## config.mk

```make
export PLATFORM = sky130hd
export DESIGN_NAME = seqdiv_flat
export DESIGN_NICKNAME = d
export VERILOG_FILES = /design/src/rtl/seqdiv_if.sv /design/src/rtl/seqdiv.sv /design/src/flat_wrapper.sv
export SDC_FILE = /design/constraint.sdc
export NUM_CORES = 1
export LEC_CHECK = 0
export ABC_AREA = 1
export CORE_UTILIZATION = 25
export CTS_CLUSTER_SIZE = 16
export DETAILED_ROUTE_END_ITERATION = 8
export GPL_TIMING_DRIVEN = 0
export PLACE_DENSITY_LB_ADDON = 0.15
export SYNTH_ARGS = -nofsm -noshare
export SYNTH_HDL_FRONTEND = slang
export SYNTH_SLANG_ARGS = --single-unit
```

## constraint.sdc

```tcl
create_clock -name clk -period 2.84 [get_ports clk]
set_input_delay 0.284 -clock clk [delete_from_list [all_inputs] [get_ports clk]]
set_output_delay 0.284 -clock clk [all_outputs]
set_load 0.02 [all_outputs]
```

## src/rtl/seqdiv_if.sv

```systemverilog
// Bundles the request/result handshake and the external ALU operand bus of the sequential divider.
// The divider sits on the slave side; the requester that also owns the ALU sits on the master side.
interface seqdiv_if;
    logic        start;
    logic [31:0] dividend;
    logic [31:0] divisor;
    logic        busy;
    logic        done;
    logic [31:0] quotient;
    logic [31:0] remainder;
    logic        divbyzero;
    logic [31:0] alu_a;
    logic [31:0] alu_b;
    logic [2:0]  alu_op;
    logic [31:0] alu_result;
    logic        alu_cout;

    modport slave (
        input  start, dividend, divisor, alu_result, alu_cout,
        output busy, done, quotient, remainder, divbyzero, alu_a, alu_b, alu_op
    );

    modport master (
        output start, dividend, divisor, alu_result, alu_cout,
        input  busy, done, quotient, remainder, divbyzero, alu_a, alu_b, alu_op
    );
endinterface

```

## src/rtl/seqdiv.sv

```systemverilog
// Restoring 32-bit unsigned divider, one quotient bit per cycle; every trial subtraction
// is delegated to an external ALU through the alu_a/alu_b/alu_op bus.
module seqdiv #(
    parameter int N_STEPS = 32
) (
    input  logic     clk,
    input  logic     rst_n,
    seqdiv_if.slave  dif
);
    typedef enum logic [1:0] {IDLE, RUN, DONE} state_t;

    localparam logic [4:0] LAST_STEP = 5'(N_STEPS - 1);
    localparam logic [2:0] OP_SUB    = 3'b110;

    state_t      state_q;
    logic [31:0] q_q, r_q, d_q;
    logic [4:0]  cnt_q;
    logic [31:0] quotient_q, remainder_q;
    logic        busy_q, done_q, divbyzero_q;

    logic [31:0] shift_d, q_d, r_d;
    logic        take_d;

    // A set shifted-out bit means the 33-bit partial remainder already exceeds D, so the
    // wrapped 32-bit ALU difference is the correct new remainder.
    always_comb begin
        shift_d = {r_q[30:0], q_q[31]};
        take_d  = r_q[31] | dif.alu_cout;
        q_d     = {q_q[30:0], take_d};
        r_d     = take_d ? dif.alu_result : shift_d;
    end

    assign dif.alu_op    = OP_SUB;
    assign dif.alu_a     = (state_q == RUN) ? shift_d : 32'd0;
    assign dif.alu_b     = (state_q == RUN) ? d_q : 32'd0;
    assign dif.busy      = busy_q;
    assign dif.done      = done_q;
    assign dif.quotient  = quotient_q;
    assign dif.remainder = remainder_q;
    assign dif.divbyzero = divbyzero_q;

    always_ff @(posedge clk or negedge rst_n) begin
        if (!rst_n) begin
            state_q     <= IDLE;
            q_q         <= '0;
            r_q         <= '0;
            d_q         <= '0;
            cnt_q       <= '0;
            quotient_q  <= '0;
            remainder_q <= '0;
            busy_q      <= 1'b0;
            done_q      <= 1'b0;
            divbyzero_q <= 1'b0;
        end else begin
            case (state_q)
                IDLE: begin
                    done_q <= 1'b0;
                    if (dif.start) begin
                        if (dif.divisor != 32'd0) begin
                            q_q     <= dif.dividend;
                            r_q     <= '0;
                            d_q     <= dif.divisor;
                            cnt_q   <= '0;
                            busy_q  <= 1'b1;
                            state_q <= RUN;
                        end else begin
                            quotient_q  <= '1;
                            remainder_q <= dif.dividend;
                            divbyzero_q <= 1'b1;
                            done_q      <= 1'b1;
                            state_q     <= DONE;
                        end
                    end
                end
                RUN: begin
                    q_q   <= q_d;
                    r_q   <= r_d;
                    cnt_q <= cnt_q + 5'd1;
                    if (cnt_q == LAST_STEP) begin
                        quotient_q  <= q_d;
                        remainder_q <= r_d;
                        divbyzero_q <= 1'b0;
                        busy_q      <= 1'b0;
                        done_q      <= 1'b1;
                        state_q     <= DONE;
                    end
                end
                DONE: begin
                    done_q  <= 1'b0;
                    state_q <= IDLE;
                end
                default: begin
                    busy_q  <= 1'b0;
                    done_q  <= 1'b0;
                    state_q <= IDLE;
                end
            endcase
        end
    end
endmodule

```

## src/flat_wrapper.sv

```systemverilog
// flat-port wrapper written by rule: the top's interface ports become plain ports
module seqdiv_flat 
#(
    parameter int N_STEPS = 32
)
  (clk, rst_n, dif_start, dif_dividend, dif_divisor, dif_alu_result, dif_alu_cout, dif_busy, dif_done, dif_quotient, dif_remainder, dif_divbyzero, dif_alu_a, dif_alu_b, dif_alu_op);
  seqdiv_if dif_i ();
  input  logic clk;
  input  logic rst_n;
  input wire logic [$bits(dif_i.start)-1:0] dif_start;
  input wire logic [$bits(dif_i.dividend)-1:0] dif_dividend;
  input wire logic [$bits(dif_i.divisor)-1:0] dif_divisor;
  input wire logic [$bits(dif_i.alu_result)-1:0] dif_alu_result;
  input wire logic [$bits(dif_i.alu_cout)-1:0] dif_alu_cout;
  output wire logic [$bits(dif_i.busy)-1:0] dif_busy;
  output wire logic [$bits(dif_i.done)-1:0] dif_done;
  output wire logic [$bits(dif_i.quotient)-1:0] dif_quotient;
  output wire logic [$bits(dif_i.remainder)-1:0] dif_remainder;
  output wire logic [$bits(dif_i.divbyzero)-1:0] dif_divbyzero;
  output wire logic [$bits(dif_i.alu_a)-1:0] dif_alu_a;
  output wire logic [$bits(dif_i.alu_b)-1:0] dif_alu_b;
  output wire logic [$bits(dif_i.alu_op)-1:0] dif_alu_op;
  assign dif_i.start = dif_start;
  assign dif_i.dividend = dif_dividend;
  assign dif_i.divisor = dif_divisor;
  assign dif_i.alu_result = dif_alu_result;
  assign dif_i.alu_cout = dif_alu_cout;
  assign dif_busy = dif_i.busy;
  assign dif_done = dif_i.done;
  assign dif_quotient = dif_i.quotient;
  assign dif_remainder = dif_i.remainder;
  assign dif_divbyzero = dif_i.divbyzero;
  assign dif_alu_a = dif_i.alu_a;
  assign dif_alu_b = dif_i.alu_b;
  assign dif_alu_op = dif_i.alu_op;
  seqdiv #(.N_STEPS(N_STEPS)) u_core (.clk(clk), .rst_n(rst_n), .dif(dif_i));
endmodule
```

==> flow_metrics.py <==
metrics = {
    "outcome": {
        "status": "finished clean",
    },
    "floorplanning": {
        "fp.coreArea_um2": 32800,
        "placementRows": 66,
        "num_io_pins": 234,
        "die_h_um": 185,
        "dieArea_um2": 34300,
        "initial_core_util": 0.256,
        "die_w_um": 185,
    },
    "clock_tree": {
        "clockRootBuffer": "clkbuf_16",
        "cts_tree": "done",
        "cts.sinks": 170,
        "cts.clk_slew.worst_paths_ns": 0.07,
        "cts_max_level": 4,
        "post_cts_buffers": 0,
        "clk_latency_ns": 0.43,
        "clock_path_buffers": 2,
        "numCtsBuffers": 17,
    },
    "power_and_ir_drop": {
        "power_density_nw_per_um2": 1200,
        "combPwrFrac": 0.542,
        "p_int_mw": 7.60,
        "vdd_ir_drop_max_uv": 482,
        "p_sw_mw": 6.60,
        "clockPowerShare": 0.165,
        "seq_power_share": 0.294,
        "p_leak_nw": 6.00,
        "p_sw_frac": 0.465,
    },
    "timing": {
        "finalSetupTns_ns": 0,
        "slew_viol_final": 0,
        "fin_crit_sh": 0.911,
        "setup_ws_ns": 0.254,
        "fin_crit_ns": 2.59,
        "slew_headroom": 0.566,
        "hold_ws_ns": 0.373,
        "hold_viol_final": 0,
        "rsz0062_at_grt": "no",
        "tightest_slew_ns": 0.650,
        "clock_skew_ns": 0.0216,
        "clock.fmax_mhz": 387,
        "setup_viol": 0,
    },
    "setup_path": {
        "r2r-start": "u_core.cnt_q[0]",
        "cp-end-kind": "output pin",
        "crit_start": "u_core.state_q[1]",
        "worst_ep_arrival_time_ns": 2.30,
        "setup.worst_path.start_class": "flip-flop",
        "timing_worst_setup_path_type": "flip-flop to output pin",
        "cpPeakStageDelay_ns": 0.62,
        "path_max_fanout": 16,
        "crit_chain": "inv_2 -> nand2_4 -> buf_6 -> buf_2 -> nor2_1 -> clkdlybuf4s50_1",
        "ff2ff_path_depth": 12,
        "slowest_stage": "clkdlybuf4s50_1",
        "worstPathRequired_ns": 2.56,
    },
    "detailed_routing": {
        "via_per_inst": 4.31,
        "wl_per_cell_um": 15.6,
        "drtIter0Drc": 387,
        "drc": 0,
        "first_pass_iters": 5,
        "vias": 8072,
        "wl_um": 29200,
        "drtAntennaViolNets": 0,
    },
    "global_route": {
        "grt_pass1_vias": 8121,
        "overflow": 0,
        "grt_usage": 0.174,
        "grt_pass1_wl_um": 45500,
        "grt_start_max_net_pins": 111,
        "antenna_found_initial": 1,
    },
    "place": {
        "port-buffer-count": 230,
        "dp_hpwl_um": 21400,
        "routabilityCongestion": 0.760,
        "place_ws_ns": 0.269,
    },
    "synth": {
        "synth_cells": 1167,
        "synth_top_family_by_area": "simple AND/OR/NAND/NOR gates",
        "synth_fa_ha_area_frac": 0.00298,
        "synth.yosys.warnings": 0,
        "synth-seq-cells": 170,
        "synth_xor_area_frac": 0,
        "synth_area_per_cell_um2": 7.19,
        "ys_seq_area_frac": 0.507,
        "netlist_area_um2": 8400,
        "synth-compound-area-share": 0.0402,
        "netlist-cell-type-count": 21,
        "yosys-mux-area-fraction": 0,
        "synthSimpleGateAreaFrac": 0.357,
    },
    "final_layout": {
        "fill_cells": 3563,
        "nets": 1519,
        "drive_above_1_share": 0.0657,
        "syn_to_final_growth_pct": 41.4,
    },
    "flow_run": {
        "max_cap_violations": 0,
    },
    "min_path": {
        "min_path_type": "input pin to async pin",
    },
}
-- power groups by stage --
| stage | Combinational [mW] | Sequential [mW] | Clock, mW |
|---|---|---|---|
| after floorplan | 4.00 | 4.65 | 0 |
| after global placement | 7.75 | 4.20 | 0 |
| after detailed placement | 7.79 | 4.20 | 0 |
| after CTS | 7.84 | 4.17 | 2.41 |
| after global routing | 8.61 | 4.31 | 2.50 |
| final | 7.69 | 4.17 | 2.34 |
-- cell families (layout without fill, tap and decap cells) --
| logic type | after synthesis | count (layout) |
|---|---|---|
| flip-flops | 170 | 170 |
| buffers and inverters | 181 | 443 |
| other | 2 | 4 |
| adder cells (fa/ha/maj) | 2 | 2 |
| AND/OR/NAND/NOR | 746 | 746 |
| AO/OA/AOI/OAI | 66 | 66 |
-- routing by layer --
metal | vias to the layer above | GRT usage | wire [um]
met4 | 0 | 0.0354 | 286
met3 | 12 | 0.0409 | 1780
met2 | 204 | 0.288 | 13800
met5 | - | 0 | 0
li1 | 4060 | - | -
met1 | 3796 | 0.231 | 13400
-- path summary, 6_finish.rpt --
kind / end / slack (ns)
min in group clk: u_core.d_q[0] / 0.44
max in group asynchronous: u_core.q_q[4] / 1.50
hold reg to reg: u_core.dif.quotient[11] / 0.47
hold / removal: u_core.dif.remainder[27] / 0.37
setup / recovery: dif_alu_b[29] / 0.25
setup reg to reg: u_core.dif.remainder[2] / 0.55
-- flip-flops by register name (all words and copies together) (netlist names) --
register	flops
u_core.d_q	32
u_core.dif.quotient	32
u_core.dif.remainder	32
u_core.q_q	32
u_core.r_q	32
u_core.cnt_q	5
u_core.state_q	2
u_core.dif.busy	1
u_core.dif.divbyzero	1
u_core.dif.done	1
-- layout by cell type, fill, tap and decap left out, drive strengths merged, types with 3 or more instances in the layout --
cell type,Yosys,routed
clkdlybuf4s50,0,229
o21ai,66,66
nand2,520,520
conb,2,3
clkinv,0,5
clkbuf,24,41
nor2,90,90
dfrtp,170,170
nand3,132,132
buf,50,50
inv,107,116
-- synthesized netlist by cell type --
cell,n,area share
buf_1,4,0.0018
buf_2,35,0.021
buf_4,9,0.0080
buf_6,2,0.0027
clkbuf_1,24,0.011
conb_1,2,0.00089
dfrtp_1,170,0.51
ha_1,2,0.0030
inv_1,102,0.046
inv_2,5,0.0022
nand2_1,515,0.23
nand2_2,4,0.0030
nand2_4,1,0.0013
nand3_1,132,0.079
nand4_1,1,0.00075
nor2_1,89,0.040
nor2_2,1,0.00075
nor3_2,1,0.0012
o21ai_0,64,0.038
o21ai_2,2,0.0021
or2_2,2,0.0015
-- area by class of cell --
class / count / area (um2) / area share
clock inverter: 15 / 149 / 0.0125
sequential: 170 / 4250 / 0.358
clock buffer: 17 / 425 / 0.0358
multi-input combinational: 817 / 3370 / 0.284
inverter: 107 / 402 / 0.0338
tap: 442 / 553 / 0.0466
buffer: 72 / 372 / 0.0313
antenna: 1 / 2.50 / 0.000211
timing repair buffer: 232 / 2340 / 0.197
-- stage by stage --
step / util / power [mW] / instances / area, um2
3_5_place_dp: 0.344 / 12.0 / 1841 / 11300
2_1_floorplan: - / 8.64 / 1168 / 8400
4_1_cts: 0.362 / 14.4 / 1873 / 11900
5_1_grt: 0.362 / 15.4 / 1872 / 11900
3_3_place_gp: 0.343 / 12.0 / 1840 / 11300
6_report: 0.362 / 14.2 / 1873 / 11900
-- worst max-delay path: cells and delay by family (launching register included) --
kind                   cells  cell delay, ns
DFF                        1            0.44
and+or+nand+nor            2            0.28
buffers and inverters      4            1.12
-- timing repair --
action,in CTS,in global routing
hold endpoints to repair,60,0
resized for setup,3,1
endpoints found under the setup margin,51,52
hold buffers,1,0
cloned,0,0
No activity file was read; power rests on OpenSTA's default activity.
